### src/rtl/mem_arbiter.sv
`default_nettype none
// ============================================================================
// mem_arbiter : byte-serial RAM/IO port shared by instruction and data caches
// Rev 1.0
// ============================================================================
module mem_arbiter (
  input  logic        clk_in,
  input  logic        rst_in,
  input  logic        rdy_in,
  input  logic        clear,
  input  logic        io_buffer_full,
  input  logic [7:0]  mem_din,
  output logic [7:0]  mem_dout,
  output logic [31:0] mem_a,
  output logic        mem_wr,
  input  logic        if_req,
  input  logic [31:0] if_addr,
  output logic        if_done,
  output logic [31:0] if_data,
  input  logic        d_req,
  input  logic        d_wr,
  input  logic [31:0] d_addr,
  input  logic [1:0]  d_len,
  input  logic [31:0] d_wdata,
  output logic        d_done,
  output logic [31:0] d_rdata
);

  typedef enum logic [1:0] {
    S_IDLE    = 2'd0,
    S_IF_READ = 2'd1,
    S_D_READ  = 2'd2,
    S_D_WRITE = 2'd3
  } state_t;

  state_t      state_q;
  logic [1:0]  k_q;
  logic [1:0]  last_q;
  logic        ph_q;
  logic [31:0] mem_a_q;
  logic [7:0]  mem_dout_q;
  logic        mem_wr_q;
  logic [31:0] buf_q;
  logic [31:0] wdata_q;
  logic        if_done_q;
  logic [31:0] if_data_q;
  logic        d_done_q;
  logic [31:0] d_rdata_q;

  logic        io_hold_d;
  logic        d_grant_d;
  logic        if_grant_d;
  logic [1:0]  d_last_d;
  logic        more_addr_d;
  logic [31:0] rdata_d;

  // Stores to the UART window are held back while its buffer is full.
  assign io_hold_d  = d_req & d_wr & (d_addr[17:16] == 2'b11) & io_buffer_full;
  assign d_grant_d  = d_req & ~io_hold_d & ~clear;
  assign if_grant_d = if_req & ~d_grant_d & ~clear;
  assign d_last_d   = (d_len == 2'd0) ? 2'd0 : (d_len == 2'd1) ? 2'd1 : 2'd3;
  assign more_addr_d = ({1'b0, k_q} + 3'd1) < {1'b0, last_q};

  always_comb begin
    rdata_d = buf_q;
    rdata_d[{k_q, 3'b000} +: 8] = mem_din;
  end

  always_ff @(posedge clk_in) begin
    if (rst_in) begin
      state_q    <= S_IDLE;
      k_q        <= 2'd0;
      last_q     <= 2'd0;
      ph_q       <= 1'b0;
      mem_a_q    <= 32'd0;
      mem_dout_q <= 8'd0;
      mem_wr_q   <= 1'b0;
      buf_q      <= 32'd0;
      wdata_q    <= 32'd0;
      if_done_q  <= 1'b0;
      if_data_q  <= 32'd0;
      d_done_q   <= 1'b0;
      d_rdata_q  <= 32'd0;
    end else if (rdy_in) begin
      if_done_q <= 1'b0;
      d_done_q  <= 1'b0;
      case (state_q)
        S_IDLE: begin
          mem_a_q    <= 32'd0;
          mem_dout_q <= 8'd0;
          mem_wr_q   <= 1'b0;
          if_data_q  <= 32'd0;
          d_rdata_q  <= 32'd0;
          buf_q      <= 32'd0;
          k_q        <= 2'd0;
          ph_q       <= 1'b0;
          if (d_grant_d) begin
            state_q <= d_wr ? S_D_WRITE : S_D_READ;
            mem_a_q <= d_addr;
            last_q  <= d_last_d;
            wdata_q <= d_wdata;
            if (d_wr) begin
              mem_wr_q   <= 1'b1;
              mem_dout_q <= d_wdata[7:0];
            end
          end else if (if_grant_d) begin
            state_q <= S_IF_READ;
            mem_a_q <= if_addr;
            last_q  <= 2'd3;
          end
        end
        S_IF_READ, S_D_READ: begin
          if (clear) begin
            state_q <= S_IDLE;
            mem_a_q <= 32'd0;
            k_q     <= 2'd0;
            ph_q    <= 1'b0;
          end else if (!ph_q) begin
            // First cycle only issues addresses; data lags by one cycle.
            ph_q <= 1'b1;
            if (last_q != 2'd0) mem_a_q <= mem_a_q + 32'd1;
          end else begin
            buf_q <= rdata_d;
            if (k_q == last_q) begin
              state_q <= S_IDLE;
              mem_a_q <= 32'd0;
              k_q     <= 2'd0;
              ph_q    <= 1'b0;
              if (state_q == S_IF_READ) begin
                if_done_q <= 1'b1;
                if_data_q <= rdata_d;
              end else begin
                d_done_q  <= 1'b1;
                d_rdata_q <= rdata_d;
              end
            end else begin
              k_q <= k_q + 2'd1;
              if (more_addr_d) mem_a_q <= mem_a_q + 32'd1;
            end
          end
        end
        S_D_WRITE: begin
          if (k_q == last_q) begin
            state_q    <= S_IDLE;
            mem_a_q    <= 32'd0;
            mem_dout_q <= 8'd0;
            mem_wr_q   <= 1'b0;
            k_q        <= 2'd0;
            d_done_q   <= 1'b1;
          end else begin
            k_q        <= k_q + 2'd1;
            mem_a_q    <= mem_a_q + 32'd1;
            mem_dout_q <= wdata_q[{k_q + 2'd1, 3'b000} +: 8];
          end
        end
        default: state_q <= S_IDLE;
      endcase
    end
  end

  assign mem_a    = mem_a_q;
  assign mem_dout = mem_dout_q;
  assign mem_wr   = mem_wr_q & rdy_in;
  assign if_done  = if_done_q;
  assign if_data  = if_data_q;
  assign d_done   = d_done_q;
  assign d_rdata  = d_rdata_q;

endmodule
`default_nettype wire
### config.mk
export PLATFORM = sky130hd
export DESIGN_NAME = mem_arbiter
export DESIGN_NICKNAME = d
export VERILOG_FILES = /design/src/rtl/mem_arbiter.sv
export SDC_FILE = /design/constraint.sdc
export NUM_CORES = 1
export LEC_CHECK = 0
export ABC_AREA = 1
export BUFFER_PORTS_ARGS = -buffer_cell sky130_fd_sc_hd__buf_2
export CORE_MARGIN = 3
export CORE_UTILIZATION = 35
export CTS_CLUSTER_DIAMETER = 150
export DETAILED_ROUTE_END_ITERATION = 10
export PLACE_DENSITY = 0.59
export SYNTH_ARGS = -nofsm -noshare
export SYNTH_HDL_FRONTEND = slang
export SYNTH_SLANG_ARGS = --single-unit
### constraint.sdc
create_clock -name clk_in -period 4.8 [get_ports clk_in]
set_input_delay 0.48 -clock clk_in [delete_from_list [all_inputs] [get_ports clk_in]]
set_output_delay 0.48 -clock clk_in [all_outputs]
set_load 0.01 [all_outputs]
== Word-level counts from Yosys, hierarchy flattened ==
Index checks and enable logic that the tools add are counted.

* Bits in registers: 178
* Input bits: 114
* Output and inout bits: 107
* Word-level logic and storage cells: 127

* $add $sub $neg: 4
* Magnitude comparators: 1
* Eq/ne operators: 16
* Shift-type cells: 3
* Multiplexer cells: 61
* Bitwise logic cells: 11
* Reduce and logical (&&, ||, !) cells: 18

{| class="wikitable"
|+ Operators with widths
! operator !! count
|-
| 32-bit two-way mux || 18
|-
| 32-bit one-hot mux with 2 select lines || 3
|-
| 32-bit one-hot mux with 3 select lines || 1
|-
| 32-bit by 1-bit adder with 32-bit output (second input constant) || 1
|-
| 32-bit bitwise mux || 1
|-
| 8-bit by 7-bit variable shift with 32-bit output (first input constant) || 1
|-
| 32-bit by 6-bit indexed part select with 8-bit output || 1
|-
| 8-bit by 7-bit indexed part select with 32-bit output || 1
|-
| 2-bit two-way mux || 12
|-
| 8-bit two-way mux || 3
|-
| 1-bit two-way mux || 17
|-
| 8-bit one-hot mux with 2 select lines || 1
|-
| 3-bit AND reduction || 5
|-
| 2-bit != test (second input constant) || 6
|-
| 2-bit one-hot mux with 3 select lines || 2
|-
| 6-bit AND reduction || 2
|-
| 1-bit AND || 8
|-
| 2-bit nonzero test || 4
|-
| 5-bit negator with 7-bit output || 1
|-
| 2-bit equality test (second input constant) || 3
|-
| 3-bit != test (second input constant) || 2
|-
| 1-bit one-hot mux with 2 select lines || 3
|-
| 2-bit AND reduction || 3
|-
| 5-bit != test (second input constant) || 1
|-
| other kinds (10) || 14
|}

== Longest topological paths before layout ==
* Depth after elaboration: 12
* Gate-level depth with buffers: 14
* Depth with buffers taken out: 11

== Least setup slack after synthesis ==
Ideal clock, no wire load.

* Path kind: reg-to-reg
* Start point: register k_q[0]
* End point: register mem_a_q[0], in the netlist mem_a[0]
* Library setup time: 0.115 ns
* Data arrival time: 2.127 ns
* Required time: 4.685 ns
* Setup slack: 2.559 ns
* Stages on the path, launching flop included: 14
* Path buffers: 3
* Clock period less this slack: 2.241 ns
* Path through: dfxtp_1 clkinv_1 clkbuf_1 fa_1 nor2_1 nand2_1 nand2_1 nand2_1 nor2_2 nor2_4 buf_6 buf_6 o21ai_1 nor2_1

* Longest elaborated chain between the ends: 5
* Elaborated cells on any way between the ends: 10
* Classes of those cells: add/sub (1); order compare (1); eq/ne (2); mux (5); reduce/logical (1)

{| class="wikitable"
|+ RTL lines
! what !! RTL line !! text
|-
| start: declaration || 37 || <nowiki>logic [1:0] k_q;</nowiki>
|-
| start signal: assignment || 137 || <nowiki>k_q <= k_q + 2'd1;</nowiki>
|-
| start signal: assignment || 151 || <nowiki>k_q <= k_q + 2'd1;</nowiki>
|-
| branches (longest 5 deep; another with 2-bit by 1-bit adder with 3-bit output) || -- ||
|-
| end signal: assignment || 99 || <nowiki>mem_a_q <= d_addr;</nowiki>
|-
| end signal: assignment || 121 || <nowiki>if (last_q != 2'd0) mem_a_q <= mem_a_q + 32'd1;</nowiki>
|-
| end signal: assignment || 138 || <nowiki>if (more_addr_d) mem_a_q <= mem_a_q + 32'd1;</nowiki>
|-
| end: declaration || 40 || <nowiki>logic [31:0] mem_a_q;</nowiki>
|}

Several ways; the timed one is not identified.
A chain may end at the register's enable or synchronous reset.

== Worst setup path in the final report ==
* Start point: register k_q[0]
* End point: register mem_a_q[9], in the netlist mem_a[9]

The elaborated chain is that of the path after synthesis.

==> results_dict.tcl <==
set metrics [dict create \
    grt_max_degree 87 \
    finalCritPeriodShare 0.676 \
    stdcell_count 1852 \
    die_w_um 167 \
    vias_per_cell 5.01 \
    ys_seq_elements 178 \
    fmax_mhz 308 \
    place_congestion 0.911 \
    outcome "completed" \
    clock_sinks 178 \
    r2r_setup_slack_ns 1.56 \
    ys_warn_count 0 \
    n_antenna_cell 0 \
    critPathCaptureType "register" \
    hold_ws_ns 0.309 \
    die_h_um 167 \
    final_antenna_net_count 0 \
    cts_tree "done" \
    finalSetupTns_ns 0 \
    syn_nets 1460 \
    cp_max_fo 29 \
    worstSetupPathType "reg2reg" \
    slew_headroom 0.243 \
    die_area_um2 27700 \
    netlist_instances 1334 \
    async_reset_ff_frac 0 \
    port_buffers 220 \
    ys_seq_area_frac 0.395 \
    rsz0062_at_grt "false" \
    grt_pass1_wl_um 44300 \
    cts_resized 0 \
    netlist_area_um2 9020 \
    synth_area_leader_cell "dfxtp_1" \
    finalPower_mw 3.81 \
    worst_slew_pin_slew_ns 1.13 \
    core_um2 25300 \
    fin_crit_ns 3.24 \
    drt-total-wl_um 27900 \
    dr.pass1.iters 7 \
    r2r-start "k_q[0]" \
    drv_cap 0 \
    power.density_nw_per_um2 351 \
    clock_latency_ns 0.44 \
    initial_core_util 0.357 \
    arrival_ns 3.58 \
    placementRows 58 \
    drt_iter0_markers 667 \
    finClkSkew_ns 0.0127 \
    synth-edff-count 0 \
    slew_violations 0 \
    wire_per_inst_um 15.1 \
    root_buffer "clkbuf_16" \
    hold_viol_final 0 \
    r2r-end "mem_a[9]" \
    vias 9287 \
    drc_errors 0 \
    hold-path-cell-count 3 \
    total_leakage_power_nw 4.66 \
    clk_path_buf_depth 2 \
    rr_worst_depth 12 \
    layout_setup_ws_ns 1.56 \
    hold_class "in2reg" \
    io_pins 221 \
    crit_required_ns 5.13 \
    slowest_stage "fa_1" \
    post_cts_buffers 0 \
    setup_viol 0 \
    worstHoldStart "d_wdata[18]" \
    grtUsageTotal 0.194 \
    critPathBufInv 2 \
    cts_inserted_buffers 17 \
    pre_cts_ws_ns 1.54 \
    synth-main-ff-cell "dfxtp_1" \
    synth_commonest_cells "238 x nand2_1, 178 x a21oi_1, 178 x dfxtp_1, 154 x nor2_1, 140 x nand3_1" \
    syn2layout_area_growth_pct 20.5 \
    max_stage_delay_ns 0.77 \
    grt_pass1_vias 8547 \
    avgSynthCellArea_um2 6.76 \
    dp_hpwl_um 20300 \
    cpLargestDelayFamily "simple AND/OR/NAND/NOR gates" \
    crit_chain "clkinv_1, fa_1, nor2_1, nand2_1, nand2_1, nand2_1, nor2_2, nor2_4, buf_4, nand3_1, nor2_1, nor2_1" \
    fin_nets 1635 \
    ctsHoldBuffers 0 \
    yosys.cell_count.top_type "nand2_1" \
    grt_antenna_before_repair 0 \
    grt.overflow.total 0 \
    ir_worst_vdd_uv 214 \
    drive_gt1_frac 0.199 \
    cp-start-kind "register" \
    yosysUniqueCellTypes 35 \
    place_inst 1820 \
    hold_end "wdata_q[18]" \
    synth_top_area_share 0.395 \
    clkTransAtPathRegs_ns 0.07 \
    synthTopCellsByArea "dfxtp_1 40%, nand2_1 9.9%, a21oi_1 9.9%" \
    cts_max_level 4 \
]
-- worst max path at each step --
stage,from,endpoint,slack (ns),cells after the start
after floorplan,k_q[0],mem_a[0],2.56,13
after global placement,k_q[0],mem_a[13],1.65,12
after detailed placement,k_q[0],mem_a[9],1.54,12
after CTS,k_q[0],mem_a[9],1.53,12
after global routing,k_q[0],mem_a[3],1.21,12
final,k_q[0],mem_a[9],1.56,12
-- per-stage QoR --
stage | utilization | cell area, um2
after floorplan | - | 9020
after global placement | 0.406 | 10300
after detailed placement | 0.406 | 10300
after CTS | 0.431 | 10900
after global routing | 0.431 | 10900
final | 0.431 | 10900
-- metal layers --
layer	up-vias	GRT usage	wire length, um
li1	4775	-	-
met1	4207	0.256	12700
met2	271	0.327	13300
met3	34	0.0320	1420
met4	0	0.0631	522
met5	-	0	0
-- cell families after synthesis --
logic type | share of synthesized area
DFF | 0.395
and+or+nand+nor | 0.262
xor gates and xnor gates | 0.00680
adders and majority gates | 0.0175
buffers and inverters | 0.0954
AOI/OAI and AO/OA | 0.224
-- layout by cell type (no fill, tap or decap), types with 2 or more instances in the layout --
cell       netlist  layout
a211oi_2        10      10
a21oi_1        178     178
a22oi_1          6       6
buf_2           31     220
buf_4            7      15
clkbuf_16        0      17
clkinv_1         4       4
clkinv_8         0       7
dfxtp_1        178     178
ha_1            11      11
inv_1          113     112
inv_2            6       6
inv_6            0       3
inv_8            0       3
nand2_1        238     238
nand2_2          2       2
nand3_1        140     140
nand4_1          3       3
nor2_1         154     153
nor2_2           2       3
nor2_4           6       6
nor3_1           6       6
o211ai_1         2       2
o21ai_0        123     123
o21ai_1         44      44
o21ai_2          2       2
o21bai_1         3       3
o22ai_1          8       8
or2_2            4       4
xor2_1           6       6
-- final cells by class --
class                           instances  area [um2]
Fill cell                            2687       14400
Timing Repair Buffer                  235        1210
Inverter                              123         463
Sequential cell                       178        3560
Clock buffer                           17         425
Multi-Input combinational cell        954        4610
Tap cell                              330         413
Clock inverter                         15         190
-- worst register-to-register path, cell delays in order, from the launching register on --
cell      delay (ns)
dfxtp_1         0.34
clkinv_1        0.58
fa_1            0.78
nor2_1          0.04
nand2_1         0.05
nand2_1         0.06
nand2_1         0.07
nor2_2          0.06
nor2_4          0.56
buf_4           0.34
nand3_1         0.11
nor2_1          0.11
nor2_1          0.04
-- report_power, final --
part / switching [mW] / internal (mW) / total (mW)
clock network: 0.715 / 0.710 / 1.42
logic: 0.433 / 0.246 / 0.679
registers: 0.0959 / 1.61 / 1.71
-- registers in the layout (all words and copies together), names as in the netlist --
signal    flops
if_done       1
mem_a        32
if_data      32
d_done        1
state_q       2
k_q           2
ph_q          1
mem_wr_q      1
mem_dout      8
buf_q        32
last_q        2
wdata_q      32
d_rdata      32
(Power assumes the default switching activity.)
